<file path="config.mk">
export PLATFORM = sky130hd
export DESIGN_NAME = cntr_3ud_mon
export DESIGN_NICKNAME = d
export VERILOG_FILES = /design/src/rtl/cntr_3ud_pkg.sv /design/src/rtl/sat_cntr.sv /design/src/rtl/cntr_3ud_mon.sv
export SDC_FILE = /design/constraint.sdc
export NUM_CORES = 1
export LEC_CHECK = 0
export BUFFER_PORTS_ARGS = -buffer_cell sky130_fd_sc_hd__buf_2
export CAP_MARGIN = 5
export CORE_MARGIN = 4
export CORE_UTILIZATION = 37
export DETAILED_ROUTE_END_ITERATION = 8
export GPL_TIMING_DRIVEN = 1
export HOLD_SLACK_MARGIN = 0.06
export PLACE_DENSITY = 0.59
export SETUP_SLACK_MARGIN = 0.05
export SLEW_MARGIN = 25
export SYNTH_ARGS = -nofsm -noshare
export SYNTH_HDL_FRONTEND = slang
export SYNTH_SLANG_ARGS = --single-unit
</file>
<file path="constraint.sdc">
create_clock -name clk -period 2.9 [get_ports clk]
set_clock_uncertainty 0.05 [all_clocks]
set_input_delay 0.29 -clock clk [delete_from_list [all_inputs] [get_ports clk]]
set_output_delay 0.29 -clock clk [all_outputs]
set_load 0.005 [all_outputs]
</file>
<file path="src/rtl/cntr_3ud_pkg.sv">
// Shared types and helpers for the 3-bit up/down counter and its step monitor.
package cntr_3ud_pkg;

  localparam int unsigned CNT_W = 3;

  typedef enum logic [1:0] {
    MON_INIT,
    MON_TRACK,
    MON_FAIL
  } mon_state_t;

  // Value the counter must present one edge after showing cnt with the given controls.
  function automatic logic [CNT_W-1:0] cntr_next(input logic [CNT_W-1:0] cnt,
                                                 input logic             up_down,
                                                 input logic             rst);
    logic [CNT_W-1:0] nxt;
    if (rst) begin
      nxt = '0;
    end else if (up_down) begin
      nxt = cnt - CNT_W'(1);
    end else begin
      nxt = cnt + CNT_W'(1);
    end
    return nxt;
  endfunction

endpackage

</file>
<file path="src/rtl/sat_cntr.sv">
// Saturating event counter; an increment on the same edge as a clear leaves a count of one.
module sat_cntr #(
  parameter int unsigned W = 8
) (
  input  logic         clk,
  input  logic         reset,
  input  logic         inc,
  input  logic         clr,
  output logic [W-1:0] count
);

  logic [W-1:0] count_q, count_d;

  // Next count: clear restarts from the current event, otherwise climb until all-ones.
  always_comb begin
    count_d = count_q;
    if (clr) begin
      count_d = inc ? W'(1) : '0;
    end else if (inc && (count_q != '1)) begin
      count_d = count_q + W'(1);
    end
  end

  // Count register with synchronous active-low reset.
  always_ff @(posedge clk) begin
    if (!reset) begin
      count_q <= '0;
    end else begin
      count_q <= count_d;
    end
  end

  assign count = count_q;

endmodule

</file>
<file path="src/rtl/cntr_3ud_mon.sv">
// Registered step monitor for cntr_3ud: predicts each counter value, flags illegal steps,
// and reports wrap-around and direction-change events one cycle after they are observed.
module cntr_3ud_mon
  import cntr_3ud_pkg::*;
#(
  parameter int unsigned WIDTH = CNT_W, // must equal CNT_W; the prediction uses cntr_next
  parameter int unsigned ECW   = 8
) (
  input  logic             clk,
  input  logic             reset,
  input  logic             cntr_rst,
  input  logic             up_down,
  input  logic [WIDTH-1:0] bin_count,
  input  logic             clr_err,
  output logic [WIDTH-1:0] exp_count,
  output logic             step_err,
  output logic             err_sticky,
  output logic [ECW-1:0]   err_cnt,
  output logic             wrap_up,
  output logic             wrap_dn,
  output logic             dir_chg
);

  localparam logic [WIDTH-1:0] CntMax = '1;

  mon_state_t       state_q;
  logic [WIDTH-1:0] prev_cnt_q;
  logic             prev_ud_q;
  logic             prev_rst_q;
  logic [WIDTH-1:0] exp_q, exp_d;
  logic             step_err_q, err_sticky_q;
  logic             wrap_up_q, wrap_dn_q, dir_chg_q;
  logic             checking;
  logic             mismatch;

  // exp_q already holds the prediction made from the previous sample, so it is the target
  // for this edge's check.
  assign exp_d    = WIDTH'(cntr_next(CNT_W'(bin_count), up_down, cntr_rst));
  assign checking = (state_q != MON_INIT);
  assign mismatch = checking && (bin_count != exp_q);

  // Sample history, prediction, status flags and the monitor FSM.
  always_ff @(posedge clk) begin
    if (!reset) begin
      state_q      <= MON_INIT;
      prev_cnt_q   <= '0;
      prev_ud_q    <= 1'b0;
      prev_rst_q   <= 1'b0;
      exp_q        <= '0;
      step_err_q   <= 1'b0;
      err_sticky_q <= 1'b0;
      wrap_up_q    <= 1'b0;
      wrap_dn_q    <= 1'b0;
      dir_chg_q    <= 1'b0;
    end else begin
      prev_cnt_q <= bin_count;
      prev_ud_q  <= up_down;
      prev_rst_q <= cntr_rst;
      exp_q      <= exp_d;
      step_err_q <= mismatch;

      // A fresh mismatch outranks a clear request.
      if (mismatch) begin
        err_sticky_q <= 1'b1;
      end else if (clr_err) begin
        err_sticky_q <= 1'b0;
      end

      wrap_up_q <= checking && !mismatch && !prev_rst_q && !prev_ud_q &&
                   (prev_cnt_q == CntMax) && (bin_count == '0);
      wrap_dn_q <= checking && !mismatch && !prev_rst_q && prev_ud_q &&
                   (prev_cnt_q == '0) && (bin_count == CntMax);
      dir_chg_q <= checking && (up_down != prev_ud_q);

      unique case (state_q)
        MON_INIT:  state_q <= MON_TRACK;
        MON_TRACK: if (mismatch) state_q <= MON_FAIL;
        MON_FAIL:  if (!mismatch && clr_err) state_q <= MON_TRACK;
        default:   state_q <= MON_INIT;
      endcase
    end
  end

  sat_cntr #(
    .W (ECW)
  ) u_err_cnt (
    .clk   (clk),
    .reset (reset),
    .inc   (mismatch),
    .clr   (clr_err),
    .count (err_cnt)
  );

  assign exp_count  = exp_q;
  assign step_err   = step_err_q;
  assign err_sticky = err_sticky_q;
  assign wrap_up    = wrap_up_q;
  assign wrap_dn    = wrap_dn_q;
  assign dir_chg    = dir_chg_q;

endmodule

</file>
# Word level (Yosys, flattened, before mapping)

Cells that the tools add are included.

Output and inout port bits: 16
Flip-flop bits (word level): 23

Mux-type cells: 9
Reduce and logical (&&, ||, !) cells: 23
Bitwise operators: 1
Equality and inequality tests: 9
$add $sub $neg: 3

Operators by type and width:

| cell                  | count |
|---|---|
| $mux W8               | 2 |
| $logic_and A1 B1 Y1   | 12 |
| $add A8 B1 Y8 const B | 1 |
| $ne A8 B8 Y1 const B  | 1 |
| $eq A3 B3 Y1 const B  | 2 |
| $logic_not A3 Y1      | 2 |
| $pmux W2 S3           | 1 |
| $reduce_bool A2 Y1    | 3 |
| $mux W2               | 2 |
| $ne A2 B2 Y1 const B  | 2 |
| $add A3 B1 Y3 const B | 1 |
| $logic_not A1 Y1      | 3 |
| $mux W1               | 3 |
| $mux W3               | 1 |
| $ne A3 B3 Y1          | 1 |
| $sub A3 B1 Y3 const B | 1 |
| $eq A2 B1 Y1 const B  | 1 |
| $eq A2 B2 Y1 const B  | 1 |
| $logic_not A2 Y1      | 1 |
| $reduce_and A2 Y1     | 1 |
| $reduce_or A2 Y1      | 1 |
| $ne A1 B1 Y1          | 1 |
| $not A1 Y1            | 1 |

# Depth between registers and ports, before layout

Gate-level depths: netlist (run 1).

Depth after elaboration: 8
Mapped depth: 5
Mapped depth without buffers: 5

# By module

From an unflattened synthesis (run 1), not the netlist that was laid out.

Cell total of the unflattened synthesis: 109
Area, all modules: 1016.0 um^2

Modules (own cells, without submodules):

| module       | area an instance (um^2) | cells an instance | sequential area each (um^2) | times used |
|---|---|---|---|---|
| cntr_3ud_mon | 589.3                   | 60                | 300.3                       | 1 |
| sat_cntr     | 426.7                   | 49                | 160.2                       | 1 |

# Worst setup path after synthesis (run 1)

No wires, ideal clock.

Path type: flip-flop to flip-flop
Start: reg u_err_cnt.count_q[0] (netlist: u_err_cnt.count[0])
End: reg u_err_cnt.count_q[3] (netlist: u_err_cnt.count[3])
Stages on the path, launching flop included: 6
Buffers on the path: 1
Clock period less this slack: 1.650 ns
Arrival time: 1.530 ns
Setup slack: 1.250 ns
Data required time: 2.780 ns
Path through: dfxtp_1 ha_1 and4_1 clkbuf_1 or4_1 a21oi_1

Longest elaborated chain between the ends: 3

RTL lines:

| element                                        | line                           | text |
|---|---|---|
| start: declaration                             | sat_cntr.sv:12                 | `logic [W-1:0] count_q, count_d;` |
| start signal: assignment                       | sat_cntr.sv:29                 | `count_q <= count_d;` |
| $add A8 B1 Y8 or $ne A8 B8 Y1 (tied branches)  | sat_cntr.sv:20, sat_cntr.sv:19 |  |
| $mux W8 or $logic_and A1 B1 Y1 (tied branches) | sat_cntr.sv:19                 | `end else if (inc && (count_q != '1)) begin` |
| $mux W8 or $reduce_bool A2 Y1 (tied branches)  | -                              |  |

Parallel ways exist; a longest one is shown, timed or not. The select of a mux whose other input is x is not followed.
A chain may end at the register's enable or synchronous reset.

# Worst setup path in the final report (run 1)

Ends and elaborated chain as after synthesis.

==> results of run 1 <==
## per-layer routing
| metal | track usage [%] | vias to the layer above |
|---|---|---|
| li1 | - | 442 |
| met1 | 14.5 | 388 |
| met2 | 22.5 | 20 |
| met3 | 3.19 | 4 |
| met4 | 6.65 | 0 |
| met5 | 0 | - |
## cell families (layout without fill, tap and decap cells)
kind of cell               count (synthesis)  in the layout  synth area share [%]
muxes                                      1              1                 0.988
xor gates and xnor gates                   6              6                  5.19
AOI/OAI and AO/OA                         20             20                  13.3
DFF                                       23             23                  45.4
adders and majority gates                  2              2                  3.21
and+or+nand+nor                           48             48                  28.9
buffers and inverters                      6             30                  2.96
## metrics by stage
stage                     std cells  cell area, um^2  worst slack (ns)  hold WS, ns
final                           160             1170              1.19        0.142
after global routing            160             1170              1.04        0.109
after CTS                       160             1170              1.17        0.128
after detailed placement        156             1150              1.16        0.418
after global placement          156             1150              1.21        0.409
after floorplan                 106             1010              1.25        0.312
## synthesized netlist by cell type (3+ instances only)
master and number:
dfxtp_1 23, a21oi_1 6, nand3_1 6, xnor2_1 6
and2_1 5, nor2_1 5, nand2_1 4, nand2b_1 4
nand4_1 4, inv_1 3, nand3b_1 3, or4_1 3
## power groups by stage
stage / clock, mW / sequential [mW] / combinational, mW
finish: 0.146 / 0.349 / 0.0914
global route: 0.171 / 0.352 / 0.102
CTS: 0.153 / 0.349 / 0.0922
detailed placement: 0 / 0.356 / 0.0921
global placement: 0 / 0.355 / 0.0895
floorplan: 0 / 0.354 / 0.0650
## final timing paths
check                startpoint                  to  slack (ns)  cells past startpoint
max          u_err_cnt.count[0]  u_err_cnt.count[3]        1.19                      4
max reg2reg  u_err_cnt.count[0]  u_err_cnt.count[3]        1.19                      4
min reg2reg       prev_cnt_q[0]             wrap_up        0.43                      2
min                    cntr_rst          prev_rst_q        0.14                      2
## registers in the layout (all words and copies together) (netlist names)
| name | count |
|---|---|
| dir_chg | 1 |
| err_sticky | 1 |
| exp_count | 3 |
| prev_cnt_q | 3 |
| prev_rst_q | 1 |
| prev_ud_q | 1 |
| state_q | 2 |
| step_err | 1 |
| u_err_cnt.count | 8 |
| wrap_dn | 1 |
| wrap_up | 1 |
## critical path: stages, from the launching register on
cell     delay [ns]
dfxtp_1        0.39
ha_1           0.29
and4_1         0.30
or4_1          0.49
a21oi_1        0.14
## cell type report
type / instances / area share, %
flip-flops and latches: 23 / 39.2
well taps: 30 / 3.20
clock buffers: 4 / 2.24
repair buffers: 23 / 9.81
inverters: 3 / 0.959
multi-input cells: 77 / 44.6
==> metrics.txt, run 1 <==
Startpoint Class=register; Multi-input gate area=523 um^2; Max-slew headroom=67.5%; DR WL met2=1030 um; Yosys top cell area share=45.4%; commonest non-fill, non-tap cells in the layout=dfxtp_1 (23), buf_2 (23), xnor2_1 (6), nand3_1 (6), a21oi_1 (6); CP Capture Type=register; hold_buf cts=0; max-slew violations=0; combinational power share=15.6%; Final Critical Period=1.71 ns; share of layout cells above drive strength 1=23.8%; Hold WC Path Type=input pin to register; Seq pwr share=59.6%; Yosys warnings=0; CTS Buf Count=3; DR vias/cell=5.34; RSZ-0062 raised after global routing=no; met3 wire len=104 um; Area Growth Syn to Fin=15.8%; Post-Syn Area=0.00101 mm^2; DRT antenna net count=0; wire length on met1=911 um; Finished Core Util=46.1%; Ports=24; Power Internal=0.429 mW; NumNets Final=141; initial drt markers=21; Die Span Y=60.3 um; total power per unit cell area=500 mW/mm^2; peak supply drop=321 uV; first-pass detailed-route iteration total=4; Worst-Skew Late Latency=0.30 ns; Clock transition at path regs=0.12 ns; WP data arrival=1.91 ns; TNS Setup=0 ns; number of global-route vias before repair=814; Final Hold Viols=0; Total GRT Usage=12.9%; Setup Viol. Count Final=0; TritonCTS clock tree=built; area leader, netlist=dfxtp_1; asr flop ratio synth=0%; Psw=0.158 mW; global-route wire length before repair=3480 um; Least-Margin Pin Slew=0.485 ns; drc violations=0; core area=0.00254 mm^2; root buffer cell=clkbuf_4; port bufs=23; Worst Path Max Fanout=9; Yosys cell types=37; Syn Area/Cell=9.56 um^2; Detailed Place HPWL=1600 um; share of power burned in the clock network=24.9%; Routability Congestion=0.744; post-synthesis sequential area ratio=45.4%; H-Tree Depth=1; Post-synth EDFFs=0; Req. time, crit path=3.10 ns; max_cap viols=0; Antenna Diode Count=0; period utilization=59.1%; Peak Freq=584 MHz; grt ovf=0; Leak=0.465 nW; post-synthesis register bit count=23; Initial Util=39.8%; status=completed; Core Rows=18; die width=60.3 um; fill count=256; Post-CTS Resized=0; syn nets=116; post-detailed-routing wire length=2080 um; sw frac=26.9%; Area contributors post-synth=dfxtp_1 (45%), xnor2_1 (5.2%), and2_1 (3.1%), a21oi_1 (3.0%), nand3_1 (3.0%); die area=0.00364 mm^2; most common flop cell mapped by yosys=dfxtp_1; largest net degree at the start of global routing=17; Max Used Layer=met4; via count=854; routed len/inst=13.0 um; Gate Count Post-Synth=106; CTS max path bufs=2; total clock sinks=23; register area=460 um^2; Crit Path Category=register to register; setup repair bufs after CTS=0; final total power=0.586 mW; initial antenna violation count=0
Note: power is estimated with default switching activity, not from simulation.
==> inputs of run 2 (changes only) <==
clock period = 1.7 ns   (was 2.9 ns; I/O delays follow)
==> run 2 against run 1 <==
  * Sequential power is 69% higher
  * Power is 75% higher
  * Critical path depth up 1
  * Final cell count is 5.0% higher
  * Routed wire length rose by 3.2%
  * Worst setup slack got worse by 1.1 ns
  * Clock-buffer cell count is the same
  * Hold slack lost 0.067 ns
  * Maximum frequency grew 7.6%
  * Clock power grew 71%
  * Global-route usage rose by 0.44 points
  * Utilization grew 2.9 points
  * Largest cell class unchanged
==> metrics.txt, run 2 (synthesis results as in run 1) <==
post-detailed-routing wire length=2150 um; Crit Path Category=register to register; status=completed; commonest non-fill, non-tap cell in the layout=buf_2; CP max stage delay=0.34 ns; WP data arrival=1.75 ns; routed len/inst=12.8 um; peak supply drop=488 uV; Startpoint Class=register; Antenna Diode Count=0; Clock transition at path regs=0.12 ns; CTS Buf Count=3; Final Hold Viols=0; DR vias/cell=5.32; grt ovf=0; fill count=260; Core Rows=18; Psw=0.274 mW; RSZ-0062 raised after global routing=yes; Ports=24; Area Growth Syn to Fin=23.2%; share of layout cells above drive strength 1=30.4%; CP Buf/Inv Count=1; max-slew violations=0; Setup Viol. Count Final=0; Die Span Y=60.3 um; Worst Path Max Fanout=6; TritonCTS clock tree=built; period utilization=93.7%; top cell family by delay on the critical path=compound AO/OA/AOI/OAI gates; Total GRT Usage=13.3%; DRT antenna net count=0; Req. time, crit path=1.86 ns; commonest non-fill, non-tap cells in the layout=buf_2 (23), dfxtp_1 (22), xnor2_1 (6), nand3_1 (6); initial antenna violation count=0; Least-Margin Pin Slew=0.461 ns; Power Internal=0.755 mW; combinational power share=18.5%; cell depth of the worst setup path=5; total clock sinks=23; NumNets Final=149; Hold WC Path Type=input pin to register; die area=0.00364 mm^2; Routability Congestion=0.721; via count=894; core area=0.00254 mm^2; Peak Freq=628 MHz; H-Tree Depth=1; number of global-route vias before repair=898; Critical-path top delay cell=dfxtp_1; drc violations=0; TNS Setup=0 ns; Initial Util=39.8%; sw frac=26.7%; first-pass detailed-route iteration total=4; total power per unit cell area=824 mW/mm^2; CP Capture Type=register; FF-to-FF path depth=5; die width=60.3 um; Final Critical Period=1.59 ns; worst hold margin=0.0747 ns; Detailed Place HPWL=1660 um; port bufs=23; max_cap viols=0; Max-slew headroom=69.1%; Seq pwr share=57.3%; root buffer cell=clkbuf_4; share of power burned in the clock network=24.2%; initial drt markers=20; Worst-Skew Late Latency=0.30 ns; worst path cell trace=xnor2_1 -> a31o_2 -> buf_4 -> o31a_2 -> o21a_1; hold depth=2; global-route wire length before repair=3730 um; max reg flops=8; CTS max path bufs=2; largest net degree at the start of global routing=17; Leak=0.501 nW
-- run 2: through the flow --
stage	utilization, %	power, mW	instances	setup slack [ns]	cell area (um^2)
floorplan	-	0.716	106	0.0896	1020
global placement	46.4	0.772	160	0.125	1180
detailed placement	46.4	0.777	160	0.0448	1180
CTS	48.7	1.04	168	0.0647	1240
global route	49.1	1.09	168	0.0370	1250
finish	49.1	1.03	168	0.107	1250
-- run 2: timing repair --
action	4_1_cts	5_1_grt
hold endpoints to repair	2	0
resized for setup	3	3
pin swaps	1	3
setup endpoints to repair	1	4
hold buffers	2	0
setup buffers	2	0
-- run 2: worst register-to-register path: stages, from the launching register on --
cell and delay (ns):
dfxtp_1 0.34, xnor2_1 0.16, a31o_2 0.31, buf_4 0.15, o31a_2 0.31, o21a_1 0.18
-- run 2: per-layer routing --
metal  part of all wire (%)  global-route usage (%)
met1                     43                    14.8
met2                     50                    24.2
met3                    5.9                    2.77
met4                   0.79                    6.33
met5                      0                       0
-- run 2: worst paths after layout --
check	endpoint	slack, ns	start
max	u_err_cnt.count[4]	0.11	exp_count[1]
min	prev_cnt_q[1]	0.07	bin_count[1]
max reg2reg	u_err_cnt.count[4]	0.11	exp_count[1]
min reg2reg	wrap_up	0.43	prev_cnt_q[0]
-- run 2: final cells by class --
| cell class | instances | area [um^2] | share of cell area (%) |
|---|---|---|---|
| Timing Repair Buffer | 31 | 176 | 14.1 |
| Clock buffer | 4 | 26.3 | 2.10 |
| Sequential cell | 23 | 462 | 37.0 |
| Inverter | 3 | 11.3 | 0.902 |
| Tap cell | 30 | 37.5 | 3.01 |
| Multi-Input combinational cell | 77 | 536 | 42.9 |
-- run 2: power by group through the flow --
stage	combinational, mW	clock (mW)	sequential [mW]
2_1_floorplan	0.111	0	0.605
3_3_place_gp	0.172	0	0.600
3_5_place_dp	0.175	0	0.602
4_1_cts	0.192	0.260	0.590
5_1_grt	0.216	0.280	0.594
6_report	0.190	0.249	0.590
